===== config.mk =====
export PLATFORM = sky130hd
export DESIGN_NAME = temp_seg7_display_flat
export DESIGN_NICKNAME = d
export VERILOG_FILES = /design/src/rtl/temp_display_pkg.sv /design/src/rtl/temp_seg7_display_if.sv /design/src/rtl/bcd_to_seg7.sv /design/src/rtl/temp_seg7_display.sv /design/src/flat_wrapper.sv
export SDC_FILE = /design/constraint.sdc
export NUM_CORES = 1
export LEC_CHECK = 0
export CELL_PAD_IN_SITES_DETAIL_PLACEMENT = 2
export CELL_PAD_IN_SITES_GLOBAL_PLACEMENT = 2
export CORE_MARGIN = 2
export CORE_UTILIZATION = 33
export CTS_CLUSTER_SIZE = 28
export DETAILED_ROUTE_END_ITERATION = 6
export GPL_TIMING_DRIVEN = 0
export PLACE_DENSITY = 0.78
export RECOVER_POWER = 25
export SETUP_SLACK_MARGIN = 0.2
export SLEW_MARGIN = 20
export SYNTH_ARGS = -nofsm -noshare
export SYNTH_HDL_FRONTEND = slang
export SYNTH_SLANG_ARGS = --single-unit

===== constraint.sdc =====
create_clock -name clk_200KHz -period 2.3 [get_ports clk_200KHz]
set_input_delay 0.23 -clock clk_200KHz [delete_from_list [all_inputs] [get_ports clk_200KHz]]
set_output_delay 0.23 -clock clk_200KHz [all_outputs]
set_load 0.01 [all_outputs]

===== src/rtl/temp_display_pkg.sv =====
// Shared types and constants for the temperature seven-segment display:
// FSM encoding, glyphs, digit table and default timing/offset values.
package temp_display_pkg;

  typedef enum logic [2:0] {
    S_IDLE,
    S_CAPTURE,
    S_MUL,
    S_DIV,
    S_BCD,
    S_LOAD
  } state_e;

  // Active-low {g,f,e,d,c,b,a}
  localparam logic [6:0] SEG_BLANK = 7'h7F;
  localparam logic [6:0] SEG_C     = 7'h46;
  localparam logic [6:0] SEG_F     = 7'h0E;

  // Index 0 is the rightmost entry of the concatenation
  localparam logic [9:0][6:0] SEG_DIGIT = {
    7'h10, 7'h00, 7'h78, 7'h02, 7'h12,
    7'h19, 7'h30, 7'h24, 7'h79, 7'h40
  };

  localparam int DIGIT_PERIOD_DEF = 500;
  localparam int F_OFFSET_DEF     = 32;
  localparam int DIV_CYCLES       = 12;
  localparam int BCD_CYCLES       = 9;

  // Double-dabble nibble correction
  function automatic logic [3:0] add3(input logic [3:0] n);
    return (n >= 4'd5) ? n + 4'd3 : n;
  endfunction

endpackage


===== src/rtl/temp_seg7_display_if.sv =====
// Sensor-side inputs and display-side outputs of the temperature display.
interface temp_seg7_display_if;
  import temp_display_pkg::*;

  logic [7:0] temperature_input;
  logic       unit_select;
  logic [6:0] seg;
  logic [3:0] an;
  logic       busy;
  logic       conv_done;

  modport master (
    output temperature_input, unit_select,
    input  seg, an, busy, conv_done
  );

  modport slave (
    input  temperature_input, unit_select,
    output seg, an, busy, conv_done
  );
endinterface


===== src/rtl/bcd_to_seg7.sv =====
// Decimal digit to active-low segment pattern; out-of-range digits blank.
module bcd_to_seg7
  import temp_display_pkg::*;
(
  input  logic [3:0] digit_i,
  input  logic       blank_i,
  output logic [6:0] seg_o
);

  always_comb begin
    seg_o = SEG_BLANK;
    if (!blank_i && (digit_i <= 4'd9)) seg_o = SEG_DIGIT[digit_i];
  end

endmodule


===== src/rtl/temp_seg7_display.sv =====
// Converts a Celsius reading to C or F, splits it into BCD digits with a
// multicycle datapath, and multiplexes four digits onto one segment bus.
module temp_seg7_display
  import temp_display_pkg::*;
#(
  parameter int DIGIT_PERIOD = DIGIT_PERIOD_DEF,
  parameter int F_OFFSET     = F_OFFSET_DEF
) (
  input  logic                clk_200KHz,
  input  logic                reset,
  temp_seg7_display_if.slave  bus
);

  localparam int RW = (DIGIT_PERIOD > 1) ? $clog2(DIGIT_PERIOD) : 1;

  state_e      state_q, state_d;
  logic        force_q;
  logic [7:0]  temp_q;
  logic        unit_q;
  logic [3:0]  cnt_q;
  logic [11:0] dvd_q, dvd_d;
  logic [3:0]  rem_q, rem_d;
  logic [4:0]  trial;
  logic [8:0]  result;
  logic [11:0] bcd_q, bcd_adj;
  logic [8:0]  bin_q;
  logic        last_div, last_bcd, input_changed;

  logic [3:0]  hund_q, tens_q, ones_q;
  logic        hund_blank_q, tens_blank_q, disp_vld_q, disp_f_q;
  logic        conv_done_q;

  logic [RW-1:0] refresh_q;
  logic [1:0]    idx_q;
  logic          scan_on_q;
  logic [3:0]    mux_digit;
  logic          mux_blank;
  logic [6:0]    digit_seg;

  assign input_changed = {bus.temperature_input, bus.unit_select} != {temp_q, unit_q};
  assign last_div      = (state_q == S_DIV) && (cnt_q == 4'(DIV_CYCLES - 1));
  assign last_bcd      = (state_q == S_BCD) && (cnt_q == 4'(BCD_CYCLES - 1));

  always_ff @(posedge clk_200KHz) begin
    if (reset) state_q <= S_IDLE;
    else       state_q <= state_d;
  end

  always_comb begin
    state_d = state_q;
    case (state_q)
      S_IDLE:    if (force_q || input_changed) state_d = S_CAPTURE;
      S_CAPTURE: state_d = S_MUL;
      S_MUL:     state_d = S_DIV;
      S_DIV:     if (last_div) state_d = S_BCD;
      S_BCD:     if (last_bcd) state_d = S_LOAD;
      S_LOAD:    state_d = S_IDLE;
      default:   state_d = S_IDLE;
    endcase
  end

  // One restoring-divide step by 5; quotient bits shift in behind the dividend
  always_comb begin
    trial = {rem_q, dvd_q[11]};
    if (trial >= 5'd5) begin
      rem_d = 4'(trial - 5'd5);
      dvd_d = {dvd_q[10:0], 1'b1};
    end else begin
      rem_d = trial[3:0];
      dvd_d = {dvd_q[10:0], 1'b0};
    end
    result  = unit_q ? (dvd_d[8:0] + 9'(F_OFFSET)) : {1'b0, temp_q};
    bcd_adj = {add3(bcd_q[11:8]), add3(bcd_q[7:4]), add3(bcd_q[3:0])};
  end

  always_ff @(posedge clk_200KHz) begin
    if (reset) begin
      force_q <= 1'b1;
      temp_q  <= '0;
      unit_q  <= 1'b0;
      cnt_q   <= '0;
      dvd_q   <= '0;
      rem_q   <= '0;
      bcd_q   <= '0;
      bin_q   <= '0;
    end else begin
      case (state_q)
        S_CAPTURE: begin
          temp_q  <= bus.temperature_input;
          unit_q  <= bus.unit_select;
          force_q <= 1'b0;
        end
        S_MUL: begin
          dvd_q <= 12'({temp_q, 3'b000}) + 12'(temp_q);
          rem_q <= '0;
          cnt_q <= '0;
        end
        S_DIV: begin
          dvd_q <= dvd_d;
          rem_q <= rem_d;
          cnt_q <= last_div ? 4'd0 : cnt_q + 4'd1;
          if (last_div) begin
            bin_q <= result;
            bcd_q <= '0;
          end
        end
        S_BCD: begin
          {bcd_q, bin_q} <= {bcd_adj, bin_q} << 1;
          cnt_q          <= last_bcd ? 4'd0 : cnt_q + 4'd1;
        end
        default: ;
      endcase
    end
  end

  always_ff @(posedge clk_200KHz) begin
    if (reset) begin
      hund_q       <= '0;
      tens_q       <= '0;
      ones_q       <= '0;
      hund_blank_q <= 1'b1;
      tens_blank_q <= 1'b1;
      disp_vld_q   <= 1'b0;
      disp_f_q     <= 1'b0;
      conv_done_q  <= 1'b0;
    end else begin
      conv_done_q <= (state_q == S_LOAD);
      if (state_q == S_LOAD) begin
        hund_q       <= bcd_q[11:8];
        tens_q       <= bcd_q[7:4];
        ones_q       <= bcd_q[3:0];
        hund_blank_q <= (bcd_q[11:8] == 4'd0);
        tens_blank_q <= (bcd_q[11:8] == 4'd0) && (bcd_q[7:4] == 4'd0);
        disp_vld_q   <= 1'b1;
        disp_f_q     <= unit_q;
      end
    end
  end

  // The first wrap only enables the scan, so an[0] gets a full period too
  always_ff @(posedge clk_200KHz) begin
    if (reset) begin
      refresh_q <= '0;
      idx_q     <= '0;
      scan_on_q <= 1'b0;
    end else if (refresh_q == RW'(DIGIT_PERIOD - 1)) begin
      refresh_q <= '0;
      if (scan_on_q) idx_q <= idx_q + 2'd1;
      else           scan_on_q <= 1'b1;
    end else begin
      refresh_q <= refresh_q + RW'(1);
    end
  end

  always_comb begin
    mux_digit = ones_q;
    mux_blank = 1'b1;
    case (idx_q)
      2'd1: begin mux_digit = ones_q; mux_blank = !disp_vld_q;                end
      2'd2: begin mux_digit = tens_q; mux_blank = !disp_vld_q || tens_blank_q; end
      2'd3: begin mux_digit = hund_q; mux_blank = !disp_vld_q || hund_blank_q; end
      default: ;
    endcase
  end

  bcd_to_seg7 u_seg (
    .digit_i (mux_digit),
    .blank_i (mux_blank),
    .seg_o   (digit_seg)
  );

  assign bus.an        = scan_on_q ? ~(4'b0001 << idx_q) : 4'b1111;
  assign bus.seg       = !scan_on_q      ? SEG_BLANK :
                         (idx_q != 2'd0) ? digit_seg :
                         !disp_vld_q     ? SEG_BLANK :
                         disp_f_q        ? SEG_F     : SEG_C;
  assign bus.busy      = (state_q != S_IDLE);
  assign bus.conv_done = conv_done_q;

endmodule


===== src/flat_wrapper.sv =====
// flat-port wrapper written by rule: the top's interface ports become plain ports
module temp_seg7_display_flat import temp_display_pkg::*;
#(
  parameter int DIGIT_PERIOD = DIGIT_PERIOD_DEF,
  parameter int F_OFFSET     = F_OFFSET_DEF
)
  (clk_200KHz, reset, bus_temperature_input, bus_unit_select, bus_seg, bus_an, bus_busy, bus_conv_done);
  temp_seg7_display_if bus_i ();
  input  logic clk_200KHz;
  input  logic reset;
  input wire logic [$bits(bus_i.temperature_input)-1:0] bus_temperature_input;
  input wire logic [$bits(bus_i.unit_select)-1:0] bus_unit_select;
  output wire logic [$bits(bus_i.seg)-1:0] bus_seg;
  output wire logic [$bits(bus_i.an)-1:0] bus_an;
  output wire logic [$bits(bus_i.busy)-1:0] bus_busy;
  output wire logic [$bits(bus_i.conv_done)-1:0] bus_conv_done;
  assign bus_i.temperature_input = bus_temperature_input;
  assign bus_i.unit_select = bus_unit_select;
  assign bus_seg = bus_i.seg;
  assign bus_an = bus_i.an;
  assign bus_busy = bus_i.busy;
  assign bus_conv_done = bus_i.conv_done;
  temp_seg7_display #(.DIGIT_PERIOD(DIGIT_PERIOD), .F_OFFSET(F_OFFSET)) u_core (.clk_200KHz(clk_200KHz), .reset(reset), .bus(bus_i));
endmodule

-- Word-level counts from Yosys, hierarchy flattened
Memories as Yosys holds them, arrays and structs flattened.
Index checks and enable logic that the tools add are counted.
- register bits: 83
- memories: 1
- memory bits (read-only): 112
- bits of input ports: 11
- output and inout bits: 13
- logic and storage cells: 102
- mux-type cells: 28
- $lt $le $gt $ge: 6
- equal/unequal tests: 15
- shift operators: 1
- bitwise operators: 1
- reduce and logical (&&, ||, !) cells: 21
- $add $sub $neg: 9
- memories (name ; depth ; width ; read ports ; clocked after Yosys merged registers in ; write ports ; RTL line ; source):
    (name not given) ; 16 ; 7 ; 1 ; 0 ; 0 ; bcd_to_seg7.sv:12 ; if (!blank_i && (digit_i <= 4'd9)) seg_o = SEG_DIGIT[digit_i];
- operators with widths (cell ; number):
    $pmux 12 s2 ; 2
    $mux 7 ; 6
    $mux 4 ; 6
    $mux 9 ; 2
    $pmux 9 s2 ; 1
    $pmux 4 s2 ; 2
    $pmux 3 s5 ; 1
    $add 11x8->12 ; 1
    $ge 4x3->1 const B ; 3
    $mux 12 ; 1
    $mux 3 ; 4
    $pmux 4 s3 ; 1
    $add 9x1->9 const B ; 1
    $add 9x6->9 const B ; 1
    $eq 9x9->1 const B ; 1
    $ne 9x9->1 ; 1
    $add 4x2->4 const B ; 2
    $eq 4x4->1 const B ; 2
    $logic_not 4->1 ; 2
    $eq 3x2->1 const B ; 2
    $eq 3x3->1 const B ; 2
    $ne 2x1->1 const B ; 3
    $reduce_bool 2->1 ; 3
    $reduce_bool 3->1 ; 2
    21 further kinds ; 29

-- Logic depth before layout (Yosys ltp)
- word-level depth: 8
- depth in mapped cells: 12
- gate-level depth less buffers: 11

-- By module
Synthesis repeated with hierarchy kept, for this count alone.
- cells, all modules: 590
- area, all modules: 4619.4 µm²
- by module, submodules not included (module ; times used ; cells an instance ; sequential area each (µm²) ; area each (µm²)):
    temp_seg7_display ; 1 ; 561 ; 1661.6 ; 4409.2
    bcd_to_seg7 ; 1 ; 29 ; 0.0 ; 210.2

-- Worst setup path after synthesis
Ideal clock, no wire load.
- path kind: flip-flop to output port
- start: register u_core.idx_q[0]
- end: output bus_seg[3]
- cell stages (with the launch flop): 13
- setup slack: -0.276 ns
- arrival time: 2.346 ns
- buffers on the path: 1
- data required time: 2.070 ns
- cells stage by stage: dfxtp_1 -> inv_1 -> ha_1 -> clkbuf_1 -> a22o_1 -> a21oi_1 -> inv_1 -> ha_1 -> nor2_1 -> a211oi_1 -> o221ai_2 -> a21oi_1 -> o21ai_0
- word-level cells in the longest chain between the ends: 7
- elaborated cells on any way between the ends: 14
- ends and longest elaborated chain (element ; RTL line ; source):
    start, declared ; temp_seg7_display.sv:34 ; logic [1:0] idx_q;
    start signal, assigned ; temp_seg7_display.sv:148 ; if (scan_on_q) idx_q <= idx_q + 2'd1;
    $eq 2x2->1 / $eq 2x1->1 (equally long branches) ; temp_seg7_display.sv:158 ; case (idx_q)
    $pmux 4 s2 / $pmux 1 s3 (equally long branches) ; temp_seg7_display.sv:158 ;
    $mem_v2 16x7, or another cell as far along ; n/a ;
    $mux 7 (implied by the code) / $logic_and 1x1->1 (equally long branches) ; bcd_to_seg7.sv:12 ;
    $mux 7 ; bcd_to_seg7.sv:12 ;
    $mux 7 * ; temp_seg7_display.sv:174 ; (idx_q != 2'd0) ? digit_seg :
    $mux 7 * ; temp_seg7_display.sv:173 ; assign bus.seg = !scan_on_q ? SEG_BLANK :
    end, declared ; flat_wrapper.sv:13 ; output wire logic [$bits(bus_i.seg)-1:0] bus_seg;
Mark *: on every way between the ends. The rest lies on a longest branch, timed or not. The select of a mux whose other input is x is not followed.

-- Worst setup path after layout
- start: register u_core.idx_q[0]
- end: output bus_seg[5]
The elaborated chain is that of the path after synthesis.

==> out/summary.txt <==
================================================================================
Synth Warn #                                                                   0
Number of flops mapped to enable cells by yosys                                0
Remaining global-route overflow                                                0
CTS sink count                                                                83
I/O pin cnt                                                                   24
Die Footprint                                                          14600 um2
Largest net degree at the start of global routing                             16
Antenna cells                                                                  0
Setup skew after layout                                                  4.95 ps
Endpoints failing hold                                                         0
Number of unique standard cell types used by synthesis                        61
Most numerous cell types in the synthesized netlist                 83 x dfxtp_1, 62 x nand2_1, 62 x nor2_1
Worst setup slack after layout                                           -691 ps
Number of core rows                                                           42
Initial Utilization                                                        0.339
# Max-Cap Violations                                                           0
Max FO, Critical Path                                                          6
Endpoint required time on the critical path                              2070 ps
Maximum level of the CTS H-tree                                                3
Ranking of synthesized cells by area                                dfxtp_1 37%, ha_1 7.8%, a21oi_1 5.4%, nand2_1 5.2%, nor2_1 5.2%
Number of global-route vias before repair                                   4505
GRT Overall Usage                                                          0.211
Wire length of the first global-routing pass                             23.8 mm
Violated checks                                                     setup timing
Cell count after placement                                                   731
Clock period minus worst slack                                           2990 ps
Post-synthesis average cell area                                        8.46 um2
Synth area leader                                                        dfxtp_1
Layout area overhead                                                       25.6%
Power, Total                                                             3.77 mW
Layout cells sized above 1                                                 0.181
Wire length reported by the detailed router                              15.2 mm
Final weighted congestion in routability-driven placement                  0.790
Final period util                                                           1.30
Total of hold buffers inserted after clock tree synthesis                      0
Post-route DRC violation count                                                 0
Area of the mapped netlist                                              4510 um2
Cell with the most instances after synthesis                             dfxtp_1
Maximum resistive drop on vdd                                           0.380 mV
Horiz. Die Dim                                                            121 um
Transition time at the pin with the least slew margin                     770 ps
Critical Path Start Type                                               flip-flop
Share of the synthesized area in the top cell type                         0.369
Final std cells w/o fill                                                     768
# port buffers                                                                22
Pwr dens                                                              666 nW/um2
Iteration count of the initial detailed-routing pass                           4
Routed via count                                                            4135
Count of final setup violators                                                 9
Unrepaired setup endpoints after global routing                              yes
Clock latency at the later pin of the worst-skew pair                     350 ps
Share of synthesized flip-flops with an asynchronous set or reset              0
Number of instances in the synthesized netlist                               533
Post-synthesis net count                                                     573
Hpwl dp                                                                  10.4 mm
Result of the run                                                   complete, but fails checks
Type of the tightest min-delay check                                flip-flop to flip-flop
Deepest clock path buffer count                                                2
Remaining max-slew budget at the tightest pin                              0.487
Area of the core                                                       13300 um2
Crit Path Class                                                     flip-flop to output pin
Buffer type at the clock tree root                                     clkbuf_16
Antenna violations before repair                                               0
Most common flop cell mapped by yosys                                    dfxtp_1
Clock-pin slew on the worst setup and hold paths                           70 ps
Initial DRC count                                                            144
Final-stage net count                                                        627
Fmax                                                                   0.334 GHz
Per-cell routed wire length                                              19.8 um
Final slew viol count                                                          0
Arrival time at the worst endpoint                                       2760 ps
Aggregate negative setup slack                                          -4650 ps
CTS tree                                                                     yes
Register bit count reported by yosys                                          83
Vertical extent of the die                                                121 um
Detailed-route vias per instance                                            5.38
Total CTS buffers                                                              9
Standby leakage power                                                    2.07 nW
Capturing element type of the critical path                           output pin
Detail Route Antenna Nets                                                      0
Sequential cell area fraction in the yosys report                          0.369
================================================================================
## registers in the layout (all words and copies together) (netlist names)
signal / cells
u_core.bcd_q: 12
u_core.bin_q: 9
u_core.tens_blank_q: 1
u_core.state_q: 3
u_core.hund_blank_q: 1
u_core.force_q: 1
u_core.cnt_q: 4
u_core.rem_q: 4
u_core.temp_q: 8
u_core.disp_vld_q: 1
u_core.bus.conv_done: 1
u_core.unit_q: 1
u_core.hund_q: 4
u_core.dvd_q: 12
u_core.ones_q: 4
u_core.tens_q: 4
u_core.refresh_q: 9
u_core.disp_f_q: 1
u_core.scan_on_q: 1
u_core.idx_q: 2
## layout by cell type (no fill, tap or decap), types with 7 or more instances in the layout
master	count
a21oi_1	41
a22o_1	7
buf_2	7
buf_4	20
clkbuf_1	22
clkbuf_16	9
clkdlybuf4s50_1	14
dfxtp_1	78
ha_1	24
inv_1	17
mux2i_1	20
nand2_1	62
nand3_1	15
nor2_1	60
o21ai_0	16
o32ai_1	8
xnor2_1	13
xor2_1	15
## what timing repair did
| item | in CTS | in global routing |
|---|---|---|
| setup endpoints to repair | 31 | 34 |
| cloned | 0 | 0 |
| pin swaps | 10 | 9 |
| resized for setup | 65 | 13 |
| setup buffers | 12 | 9 |
## per-layer routing
metal  wire length, um  vias to the layer above  track usage
met5                 0                        -            0
met3               419                       16       0.0489
met1              6470                     2077        0.241
li1                  -                     1987            -
met4               227                        0       0.0516
met2              8090                       55        0.393
## path summary, 6_finish.rpt
kind / from / end / slack [ps] / cells after the start
setup / recovery: u_core.idx_q[0] / bus_seg[5] / -690 / 13
hold / removal: u_core.hund_q[0] / u_core.hund_q[0] / 470 / 2
setup reg to reg: u_core.state_q[1] / u_core.dvd_q[4] / -70 / 6
hold reg to reg: u_core.hund_q[0] / u_core.hund_q[0] / 470 / 2
## layout make-up
class                   instances  area (um2)
clock inverters                 7        98.8
well taps                     176         220
inverters                      21        78.8
repair buffers                 43         360
flip-flops and latches         83        1670
plain buffers                  31         153
fillers                      1499        7630
clock buffers                   9         225
multi-input cells             398        2860
## power breakdown
| group | internal, mW | switching (mW) |
|---|---|---|
| registers | 1.51 | 0.0764 |
| logic | 0.217 | 0.361 |
| clock network | 0.961 | 0.645 |
| total | 2.69 | 1.08 |
## critical path, cell delays in order (launching register included)
cell and delay, ps:
dfxtp_2 350, inv_2 60, ha_4 160, buf_8 120, a22o_4 260, a21oi_4 240
ha_4 200, nor2_4 50, a211oi_4 220, o221ai_4 220, buf_4 200, a21oi_2 130
o21ai_2 60, buf_2 150
## through the flow
step                      utilization  instance area [um2]  hold WS [ps]  worst slack, ps
after floorplan                     -                 4570           377             29.7
after global placement          0.377                 5010           442             -856
after detailed placement        0.377                 5010           459             -967
after CTS                       0.418                 5560           471             -691
after global routing            0.426                 5660           502             -793
final                           0.426                 5660           466             -691
## logic make-up after synthesis
group / count (synthesis) / synth area share
xor+xnor: 28 / 0.0544
mux: 23 / 0.0519
simple gates: 182 / 0.183
flops: 83 / 0.369
fa+ha+maj: 29 / 0.0822
compound gates: 136 / 0.211
buf+inv: 52 / 0.0491
Power figures use the tool's default switching activity.
